File: src/rtl/dmem_arbiter.sv
// Data-memory arbiter between the core and a DMA engine.
// The core has priority in the open state. A granted multi-beat DMA burst locks the port
// until its last beat. The optional starvation counter is compiled in by defining
// DMEM_ARB_STARVE_EN. It forces a DMA grant after MAX_WAIT consecutive denials.
module dmem_arbiter #(
   parameter int unsigned XLEN     = 32,
   parameter int unsigned MAX_WAIT = 8
) (
   input  logic            clk_i,
   input  logic            rst_ni,
   // core port
   input  logic            core_req_i,
   output logic            core_gnt_o,
   input  logic [XLEN-1:0] core_addr_i,
   input  logic [XLEN-1:0] core_wr_data_i,
   input  logic [3:0]      core_size_i,
   input  logic            core_read_i,
   input  logic            core_write_i,
   output logic            core_rvalid_o,
   // dma port
   input  logic            dma_req_i,
   input  logic            dma_last_i,
   output logic            dma_gnt_o,
   input  logic [XLEN-1:0] dma_addr_i,
   input  logic [XLEN-1:0] dma_wr_data_i,
   input  logic [3:0]      dma_size_i,
   input  logic            dma_read_i,
   input  logic            dma_write_i,
   output logic            dma_rvalid_o,
   // memory port
   output logic [XLEN-1:0] mem_addr_o,
   output logic [XLEN-1:0] mem_wr_data_o,
   output logic [3:0]      mem_size_o,
   output logic            mem_read_o,
   output logic            mem_write_o,
   input  logic [XLEN-1:0] mem_rd_data_i,
   output logic [XLEN-1:0] rd_data_o,
   output logic            dma_lock_o
);

   typedef enum logic [0:0] {StOpen, StDmaLock} state_e;

   state_e state_d, state_q;
   logic   core_rvalid_d, core_rvalid_q;
   logic   dma_rvalid_d, dma_rvalid_q;
   logic   starve_hit;

   // A zero-width wait counter would be meaningless.
   if (MAX_WAIT < 1) begin : g_param_chk
      $error("dmem_arbiter: MAX_WAIT must be at least 1");
   end

`ifdef DMEM_ARB_STARVE_EN
   localparam int unsigned CntW = $clog2(MAX_WAIT + 1);
   localparam logic [CntW-1:0] WaitMax = CntW'(MAX_WAIT);

   logic [CntW-1:0] wait_cnt_d, wait_cnt_q;

   // Count consecutive DMA denials. Saturate at MAX_WAIT.
   always_comb begin
      wait_cnt_d = wait_cnt_q;
      if (!dma_req_i || dma_gnt_o) begin
         wait_cnt_d = '0;
      end else if (wait_cnt_q != WaitMax) begin
         wait_cnt_d = wait_cnt_q + 1'b1;
      end
   end

   // Wait counter register.
   always_ff @(posedge clk_i or negedge rst_ni) begin
      if (!rst_ni) begin
         wait_cnt_q <= '0;
      end else begin
         wait_cnt_q <= wait_cnt_d;
      end
   end

   assign starve_hit = (wait_cnt_q == WaitMax);
`else
   assign starve_hit = 1'b0;
`endif

   // Grant decision and burst-lock next state.
   always_comb begin
      state_d    = state_q;
      core_gnt_o = 1'b0;
      dma_gnt_o  = 1'b0;
      unique case (state_q)
         StOpen: begin
            dma_gnt_o  = dma_req_i & (~core_req_i | starve_hit);
            core_gnt_o = core_req_i & ~(dma_req_i & starve_hit);
            if (dma_gnt_o && !dma_last_i) begin
               state_d = StDmaLock;
            end
         end
         StDmaLock: begin
            dma_gnt_o = dma_req_i;
            if (dma_gnt_o && dma_last_i) begin
               state_d = StOpen;
            end
         end
         default: state_d = StOpen;
      endcase
   end

   // Route the granted requester's fields to memory. Drive zeros when idle.
   always_comb begin
      mem_addr_o    = '0;
      mem_wr_data_o = '0;
      mem_size_o    = '0;
      mem_read_o    = 1'b0;
      mem_write_o   = 1'b0;
      if (dma_gnt_o) begin
         mem_addr_o    = dma_addr_i;
         mem_wr_data_o = dma_wr_data_i;
         mem_size_o    = dma_size_i;
         mem_read_o    = dma_read_i;
         mem_write_o   = dma_write_i;
      end else if (core_gnt_o) begin
         mem_addr_o    = core_addr_i;
         mem_wr_data_o = core_wr_data_i;
         mem_size_o    = core_size_i;
         mem_read_o    = core_read_i;
         mem_write_o   = core_write_i;
      end
   end

   // Read data returns one cycle after an accepted read. Tag it with its owner.
   always_comb begin
      core_rvalid_d = core_gnt_o & core_read_i;
      dma_rvalid_d  = dma_gnt_o & dma_read_i;
   end

   // State and read-valid registers.
   always_ff @(posedge clk_i or negedge rst_ni) begin
      if (!rst_ni) begin
         state_q       <= StOpen;
         core_rvalid_q <= 1'b0;
         dma_rvalid_q  <= 1'b0;
      end else begin
         state_q       <= state_d;
         core_rvalid_q <= core_rvalid_d;
         dma_rvalid_q  <= dma_rvalid_d;
      end
   end

   assign core_rvalid_o = core_rvalid_q;
   assign dma_rvalid_o  = dma_rvalid_q;
   assign rd_data_o     = mem_rd_data_i;
   assign dma_lock_o    = (state_q == StDmaLock);

endmodule

File: config.mk
export PLATFORM = sky130hd
export DESIGN_NAME = dmem_arbiter
export DESIGN_NICKNAME = d
export VERILOG_FILES = /design/src/rtl/dmem_arbiter.sv
export SDC_FILE = /design/constraint.sdc
export NUM_CORES = 1
export LEC_CHECK = 0
export CAP_MARGIN = 20
export CORE_AREA = 2 2 111 113
export DETAILED_ROUTE_END_ITERATION = 10
export DIE_AREA = 0 0 113 115
export HOLD_SLACK_MARGIN = 0.08
export PLACE_DENSITY = 0.57
export SLEW_MARGIN = 15
export SYNTH_ARGS = -nofsm -noshare
export SYNTH_HDL_FRONTEND = slang
export SYNTH_SLANG_ARGS = --single-unit
export TNS_END_PERCENT = 5
File: constraint.sdc
create_clock -name clk_i -period 1.51 [get_ports clk_i]
set_clock_uncertainty 0.2 [all_clocks]
set_input_delay 0.302 -clock clk_i [delete_from_list [all_inputs] [get_ports clk_i]]
set_output_delay 0.302 -clock clk_i [all_outputs]
set_load 0.03 [all_outputs]
==> results.ini <==
[power_and_ir_drop]
leakagePower_uw = 0.00183
seq_power_share_pct = 3.9
combinationalPowerShare_pct = 79.2
power_uw = 2490
swShare_pct = 41.4
switching_power_uw = 1030
clockPowerShare_pct = 16.9
ir_worst_vdd_v = 0.000257
intPower_uw = 1460
power_density_mw_per_mm2 = 555

[final_layout]
drive_gt1_share_pct = 38.7
fin_area_mm2 = 0.00449
final_common_cell = clkdlybuf4s50_1
instances_no_fill = 625
nets = 656
utilization_pct = 38.0
areaGrowthSynthToFinish_pct = 132
antennaDiodeCount = 0
final_cell_mix = clkdlybuf4s50_1 (142), nand2_1 (70), nand3b_1 (70), o21ai_2 (60), buf_6 (54)
nFillCells = 1242

[worst_setup_path]
arrival_ns = 1.51
critPathCaptureType = primary output
crit_slowest_cell = dfrtp_2
startpoint_type = flip-flop
path_cells = nor2b_4 > buf_6 > clkbuf_16 > clkbuf_16 > o21ai_2 > buf_6
cp_slowest_stage_delay_ns = 0.47
critPathMaxFanout = 7
worstPathRequired_ns = 1.01
worstSetupPathType = reg2out

[timing]
finalCritPeriodShare_pct = 134
worstMarginPinSlew_ns = 0.314
slew_headroom_pct = 79.2
max_freq_mhz = 496
rsz0062_at_grt = true
fin_ws_ns = -0.506
slew_violations = 0
setup_violations = 73
period_minus_slack_ns = 2.02
final_hold_viol_count = 0

[global_routing]
grt_first_pass_wirelength_mm = 13.8
grt_pass1_vias = 2743
grt_usage_pct = 13.1
grt.busiest_layer = met2
grt_start_max_net_pins = 40
grt_util_met3_pct = 3.48
grtUsageMet1_pct = 14.4
antenna_found_initial = 0
overflow = 0
grt_use_met2_pct = 24.7

[clock_network]
cts_sinks = 3
clock_latency_ns = 0.22
numCtsBuffers = 3
clock_path_buffers = 2
path_clk_slew_ns = 0.03
tritoncts = yes
htree_levels = 1
root_buffer = clkbuf_16

[detailed_routing]
drt-total-wl_mm = 9.46
vias = 2757
dr.pass1.iters = 8
ant_nets = 0
vias_per_cell = 4.41
drt_iter0_drc = 90
avgRoutedWirePerCell_um = 15.1
drc_errors = 21

[run]
drv_cap = 0

[floorplan]
rows = 40
die_x_um = 113
dieHeight_um = 115
initial_utilization_pct = 16.4
io_pins = 284
core_mm2 = 0.0118
dieArea_mm2 = 0.0130

[placed_design]
port_buffers = 219
dp_hpwl_mm = 7.15
dpl_cell_area_mm2 = 0.00410
gp_congestion = 0.727
placed_cells = 606
dp_slack_ns = -0.696

[synth]
post_synth_num_cell_types = 14
synth_top_cell_area_share_pct = 30.8
avgSynthCellArea_um2 = 6.86
synth_seq_cells = 3
synth_cells = 282
yosys.area.top_type = o21ai_2
yosysWarnings = 0
syn-num-nets = 459
ys_seq_area_share_pct = 3.88
syn_area_mm2 = 0.00194
synth_area_leaders = o21ai_2 (31%), nand3b_1 (27%), nand2_1 (14%), buf_4 (13%), buf_6 (4.7%)

[run_status]
violations = DRC, setup timing
status = finished, violations left

[min_path]
worstHoldPathType = in2reg

==> power groups by stage <==
stage	combinational (µW)	clock (µW)	sequential, µW
after detailed placement	1800	0	102
after floorplan	1100	0	109
after global routing	2080	438	99.4
after CTS	1890	427	96.3
after global placement	1800	0	100
final	1980	421	97.4
==> final timing paths <==
path                       depth (start not counted)  slack (ns)                 endpoint            startpoint
min in group asynchronous                          2        0.64  core_rvalid_o$_DFF_PN0_                rst_ni
hold reg to reg                                    2        0.64     dma_lock_o$_DFF_PN0_  dma_lock_o$_DFF_PN0_
setup reg to reg                                   5        0.12   dma_rvalid_o$_DFF_PN0_  dma_lock_o$_DFF_PN0_
setup / recovery                                   6       -0.51         mem_wr_data_o[8]  dma_lock_o$_DFF_PN0_
hold / removal                                     4        0.38   dma_rvalid_o$_DFF_PN0_             dma_req_i
max in group asynchronous                          2        0.30     dma_lock_o$_DFF_PN0_                rst_ni
==> logic make-up after synthesis <==
logic type / share of synthesized area [%]
buf+inv: 22.1
simple gates: 42.3
compound gates: 31.7
flops: 3.88
==> metrics by stage <==
| stage | hold slack, ns | TNS [ns] |
|---|---|---|
| final | 0.381 | -30.75 |
| after global routing | 0.404 | -35.19 |
| after CTS | 0.391 | -36.47 |
| after detailed placement | 0.310 | -39.14 |
| after global placement | 0.303 | -37.65 |
| after floorplan | -0.194 | -12.29 |
==> critical path, delay by kind of cell, from the launching register on <==
kind / cells / cell delay [ns]
buffers and inverters: 4 / 0.59
AOI/OAI and AO/OA: 1 / 0.05
and+or+nand+nor: 1 / 0.17
DFF: 1 / 0.47
==> repair_timing <==
| action | 4_1_cts | 5_1_grt |
|---|---|---|
| endpoints found under the hold margin | 3 | 0 |
| gates resized for setup | 169 | 165 |
| setup buffers | 6 | 4 |
| setup endpoints to repair | 76 | 73 |
| cloned | 1 | 4 |
| pin swaps | 15 | 14 |
| hold buffers | 1 | 0 |
==> cell usage after synthesis <==
| cell type | instances |
|---|---|
| inv_1 | 1 |
| dfrtp_1 | 3 |
| buf_6 | 8 |
| nor2b_4 | 1 |
| buf_2 | 3 |
| nand3b_1 | 70 |
| a2bb2oi_1 | 1 |
| o21ai_1 | 2 |
| nand2_1 | 70 |
| nor2b_1 | 2 |
| clkbuf_1 | 19 |
| buf_4 | 33 |
| nor2_1 | 1 |
| o21ai_2 | 68 |
==> flip-flops by register name, indices dropped and copies added (netlist names) <==
signal / flops
core_rvalid_o: 1
dma_lock_o: 1
dma_rvalid_o: 1
==> per-layer routing <==
metal / share of wire (%) / up-vias
li1: - / 1328
met5: 0 / -
met3: 9.5 / 11
met2: 53 / 160
met4: 1.3 / 0
met1: 36 / 1258
==> area by class of cell <==
cell class	instances	area, µm²	share of cell area (%)
flip-flops and latches	3	76.3	1.70
multi-input cells	215	1510	33.5
well taps	147	184	4.09
inverters	1	3.75	0.0836
clock buffers	4	78.8	1.75
repair buffers	255	2640	58.8
Power figures use the tool's default switching activity.
